### config.mk
export PLATFORM = sky130hd
export DESIGN_NAME = pipe_stall_ctrl
export DESIGN_NICKNAME = d
export VERILOG_FILES = /design/src/rtl/pipe_stall_ctrl.sv
export SDC_FILE = /design/constraint.sdc
export NUM_CORES = 1
export LEC_CHECK = 0
export CORE_ASPECT_RATIO = 2
export CORE_MARGIN = 2
export CORE_UTILIZATION = 25
export DETAILED_ROUTE_END_ITERATION = 10
export GPL_ROUTABILITY_DRIVEN = 0
export SLEW_MARGIN = 10
export SYNTH_ARGS = -nofsm -noshare
export SYNTH_HDL_FRONTEND = slang
export SYNTH_SLANG_ARGS = --single-unit
### constraint.sdc
create_clock -name clk -period 2.49 [get_ports clk]
set_input_delay 0.747 -clock clk [delete_from_list [all_inputs] [get_ports clk]]
set_output_delay 0.747 -clock clk [all_outputs]
set_load 0.005 [all_outputs]
### src/rtl/pipe_stall_ctrl.sv
// rtl/pipe_stall_ctrl.sv - pipeline stall sequencer and EX divider handshake
// Merges load-use, divide and data-SRAM wait into one stall vector; sequences the divider.
module pipe_stall_ctrl #(
  parameter int DIV_TIMEOUT = 40,
  parameter int CNT_W       = 32
) (
  input  logic             clk,
  input  logic             rst,
  input  logic             stallreq_from_id,
  input  logic             mem_wait,
  input  logic             div_req,
  input  logic             div_signed,
  input  logic [31:0]      div_src_a,
  input  logic [31:0]      div_src_b,
  input  logic             div_ready,
  input  logic [63:0]      div_result,
  output logic [5:0]       stall,
  output logic             div_start,
  output logic             div_signed_o,
  output logic [31:0]      div_opa,
  output logic [31:0]      div_opb,
  output logic [31:0]      div_hi,
  output logic [31:0]      div_lo,
  output logic             div_res_valid,
  output logic             div_timeout,
  output logic [CNT_W-1:0] stall_cnt
);

  localparam int WCNT_W = $clog2(DIV_TIMEOUT);

  typedef enum logic [1:0] {S_IDLE, S_START, S_WAIT, S_DONE} state_t;

  state_t            state_q, state_d;
  logic [31:0]       opa_q, opa_d;
  logic [31:0]       opb_q, opb_d;
  logic              signed_q, signed_d;
  logic [31:0]       hi_q, hi_d;
  logic [31:0]       lo_q, lo_d;
  logic [WCNT_W-1:0] wcnt_q, wcnt_d;
  logic              timeout_q, timeout_d;
  logic [CNT_W-1:0]  cnt_q, cnt_d;
  logic [5:0]        stall_d;

  always_ff @(posedge clk) begin
    if (rst) begin
      state_q   <= S_IDLE;
      opa_q     <= '0;
      opb_q     <= '0;
      signed_q  <= 1'b0;
      hi_q      <= '0;
      lo_q      <= '0;
      wcnt_q    <= '0;
      timeout_q <= 1'b0;
      cnt_q     <= '0;
    end else begin
      state_q   <= state_d;
      opa_q     <= opa_d;
      opb_q     <= opb_d;
      signed_q  <= signed_d;
      hi_q      <= hi_d;
      lo_q      <= lo_d;
      wcnt_q    <= wcnt_d;
      timeout_q <= timeout_d;
      cnt_q     <= cnt_d;
    end
  end

  always_comb begin
    state_d   = state_q;
    opa_d     = opa_q;
    opb_d     = opb_q;
    signed_d  = signed_q;
    hi_d      = hi_q;
    lo_d      = lo_q;
    wcnt_d    = wcnt_q;
    timeout_d = timeout_q;
    case (state_q)
      S_IDLE: begin
        // MEM holding means EX cannot commit to the divide yet; wait in IDLE
        if (div_req && !mem_wait) begin
          state_d  = S_START;
          opa_d    = div_src_a;
          opb_d    = div_src_b;
          signed_d = div_signed;
        end
      end
      S_START: begin
        state_d = S_WAIT;
        wcnt_d  = '0;
      end
      S_WAIT: begin
        if (div_ready) begin
          state_d = S_DONE;
          hi_d    = div_result[63:32];
          lo_d    = div_result[31:0];
        end else if (wcnt_q == WCNT_W'(DIV_TIMEOUT - 1)) begin
          state_d   = S_DONE;
          hi_d      = '0;
          lo_d      = '0;
          timeout_d = 1'b1;
        end else begin
          wcnt_d = wcnt_q + WCNT_W'(1);
        end
      end
      S_DONE: begin
        // Always back to IDLE so the same instruction is never restarted
        if (!mem_wait) state_d = S_IDLE;
      end
      default: state_d = S_IDLE;
    endcase
  end

  always_comb begin
    stall_d = 6'b000000;
    if (mem_wait)
      stall_d = 6'b011111;
    else if (state_q == S_START || state_q == S_WAIT || (state_q == S_IDLE && div_req))
      stall_d = 6'b001111;
    else if (stallreq_from_id)
      stall_d = 6'b000111;
  end

  always_comb begin
    cnt_d = cnt_q;
    if (stall_d[0] && cnt_q != {CNT_W{1'b1}}) cnt_d = cnt_q + CNT_W'(1);
  end

  assign stall         = stall_d;
  assign div_start     = (state_q == S_START);
  assign div_res_valid = (state_q == S_DONE);
  assign div_signed_o  = signed_q;
  assign div_opa       = opa_q;
  assign div_opb       = opb_q;
  assign div_hi        = hi_q;
  assign div_lo        = lo_q;
  assign div_timeout   = timeout_q;
  assign stall_cnt     = cnt_q;

endmodule

==> metrics.md <==
| Metric | Value |
|---|---|
| Status | finished, violations left |
| Failing checks | setup timing |
| Die Span X | between 100 and 150 µm |
| Crit-path max FO | 4 |
| Largest net degree at the start of global routing | 66 |
| Commonest non-fill, non-tap cell in the layout | clkdlybuf4s50_1 |
| Global-route wire length before repair | between 30 and 40 mm |
| Synth Warn # | 0 |
| Seq/Total Area, Yosys | 0.5251 |
| Total GRT Usage | 0.1660 |
| P_leak | between 3 and 4 nW |
| Grt ovf | 0 |
| Vias per cell | between 4 and 5 |
| Routed len/inst | approximately 16 µm |
| Final-stage net count | between 1,000 and 1,500 |
| FFs w/ async S/R, synth | 0 |
| DRT antenna net count | 0 |
| Top-level I/O count | around 310 |
| R2R Setup Slk | approximately 0.2 ns |
| CP Capture Type | output port |
| Slew @ Worst Pin | ~0.79 ns |
| Final HPWL DP | 16.35 mm |
| Drc violations | 0 |
| Clock period minus worst slack | around 2.5 ns |
| Startpoint class of the critical path | register |
| CTS Buf Count | 17 |
| Sink Count | 170 |
| Worst EP arrival | ~1.8 ns |
| Worst vdd ir | roughly 0.00043 V |
| Antenna violations before repair | 1 |
| Drt pass-1 iters | 5 |
| IO Port Bufs | around 300 |
| Root Buffer | clkbuf_16 |
| Die Span Y | roughly 230 µm |
| Crit path kind | register to output port |
| # hold bufs at CTS | 0 |
| Area growth from synthesis to layout | 67.61% |
| Core Region | around 26,000 µm² |
| CTS tree | done |
| Initial Util | 0.2537 |
| Layout Cells excl Fill | ~1,400 |
| Worst hold path class | register to register |
| Sw frac | 0.2797 |
| GR peak layer | met2 |
| Share of cells above drive strength 1 | 0.09654 |
| Die area | around 27,000 µm² |
| GR Util met1 | 0.1712 |
| Post-synth top flop | dfxtp_1 |
| Vias | about 6,700 |
| Final worst setup slack | -0.007865 ns |
| Clock insertion delay at the later pin of the skew report | roughly 0.44 ns |
| Dpl ws | -0.6728 ns |
| Comb pwr share | 0.270 |
| Routing usage on met2 | 0.3107 |
| Syn Nets | ~900 |
| Clock slew at reported path FFs | 0.07 ns |
| Netlist cell types | 50 |
| Reg power frac | 0.383 |
| Power density cells | around 750 nW/µm² |
| #FFs+latches synth | 170 |
| Number of flops mapped to enable cells by yosys | 0 |
| Max-Cap Viols | 0 |
| Num rows | 83 |
| Cell Area, Synth | roughly 6500 µm² |
| Rel. slew slack | 0.4751 |
| Vias in the first global route | roughly 6,400 |
| Fmax achieved | 400.3 MHz |
| Final setup violation count | 3 |
| Unrepaired setup endpoints after global routing | yes |
| Cell internal pwr | 5.886 mW |
| Fin. Hold Viols | 0 |
| Mean post-synth cell area | 8.506 µm² |
| Syn Inst Count | 762 |
| Starting DRT DRC Count | ~270 |
| Post-placement cell count | about 1,400 |
| Global-route met3 utilization | 0.03782 |
| Max Root-Sink Buffers | 2 |
| H-tree lvl count | 4 |
| Setup Skew | 0.01089 ns |
| Crit path required time | between 1.5 and 2 ns |
| Switch Pwr | about 2.3 mW |
| Max Slew Vio Count | 0 |
| Final WL | about 23 mm |
| Clock Power Share | 0.348 |
| Most frequent cells in the layout | 295 x clkdlybuf4s50_1, 168 x dfxtp_1, 148 x nand2_1, 102 x a21oi_1, 78 x nor2_1 |
| Final Cycle Share | 1.003 |
-- power groups by stage --
stage	sequential (mW)	clock, mW	combinational [mW]
finish	3.13	2.84	2.20
global route	3.16	3.04	2.43
CTS	3.13	2.93	2.20
detailed placement	3.18	0	2.11
global placement	3.17	0	2.10
floorplan	3.21	0	0.906
-- metal layers --
layer | vias to the layer above | wire length, µm
li1 | 3300 | -
met4 | 0 | 704
met2 | 200 | 12620
met5 | - | 0
met3 | 35 | 1075
met1 | 3115 | 8436
-- logic make-up (layout without fill, tap and decap cells) --
| family | Yosys count | count (layout) | share of synthesized area |
|---|---|---|---|
| and+or+nand+nor | 303 | 303 | 0.2093 |
| AOI/OAI and AO/OA | 209 | 210 | 0.2019 |
| DFF | 170 | 170 | 0.5251 |
| buffers and inverters | 69 | 404 | 0.04536 |
| adders and majority gates | 7 | 7 | 0.01351 |
| xor gates and xnor gates | 2 | 2 | 0.002703 |
| other | 1 | 2 | 0.0005786 |
| muxes | 1 | 1 | 0.001544 |
-- what timing repair did --
action,4_1_cts,5_1_grt
setup buffers,5,3
cloned,1,0
pin swaps,4,3
gates resized for setup,26,1
endpoints found under the setup margin,27,10
-- synth_stat cells, types with 3 or more instances --
master	instances	area, µm²
a21oi_1	102	510.5
a22oi_1	64	480.5
a311oi_1	3	26.28
and2_1	4	25.02
and4_1	3	26.28
buf_1	4	15.01
buf_4	5	37.54
clkbuf_1	45	168.9
dfxtp_1	170	3403
ha_1	7	87.58
inv_1	12	45.04
nand2_1	150	563.0
nand2b_1	4	25.02
nand3_1	13	65.06
nand4_1	8	50.05
nor2_1	78	292.8
nor3_1	4	20.02
nor4_1	3	18.77
o21ai_1	12	60.06
o31ai_1	14	105.1
or3_1	12	75.07
or4_1	14	105.1
-- worst max-delay path: stages (launching register included) --
cell and delay (ns):
dfxtp_2 0.33, inv_2 0.05, ha_4 0.23, a211o_1 0.27, or2_4 0.29, buf_6 0.13
-- metrics by stage --
step           hold WS [ns]   TNS, ns  utilization  instance area (µm²)  total power [mW]
3_3_place_gp         0.4409    -7.803       0.3972                10150             5.267
4_1_cts              0.4543   -0.1669       0.4240                10830             8.264
2_1_floorplan        0.4488         0            -                 6481             4.121
5_1_grt              0.4696   -0.2202       0.4252                10860             8.636
6_report             0.4519  -0.02318       0.4252                10860             8.172
3_5_place_dp         0.4453    -9.354       0.3972                10150             5.289
-- final cells by class --
| class | count | area (µm²) |
|---|---|---|
| Fill cell | 2566 | 14680 |
| Timing Repair Buffer | 361 | 3541 |
| Sequential cell | 170 | 3406 |
| Multi-Input combinational cell | 524 | 2828 |
| Clock buffer | 21 | 450.4 |
| Tap cell | 340 | 425.4 |
| Clock inverter | 10 | 165.2 |
| Inverter | 12 | 45.04 |
| Antenna cell | 1 | 2.502 |
-- state kept, by name, summed over array words and instances, names as in the netlist --
register,count
div_hi,32
div_lo,32
div_opa,32
div_opb,32
div_signed_o,1
div_timeout,1
stall_cnt,32
state_q,2
wcnt_q,6
-- path summary, 6_finish.rpt --
kind,start,endpoint,cells past startpoint
setup / recovery,state_q[1],stall[1],5
hold / removal,div_opb[23],div_opb[23],2
setup reg to reg,stall_cnt[0],stall_cnt[7],6
hold reg to reg,div_opb[23],div_opb[23],2
No activity file was read; power rests on OpenSTA's default activity.
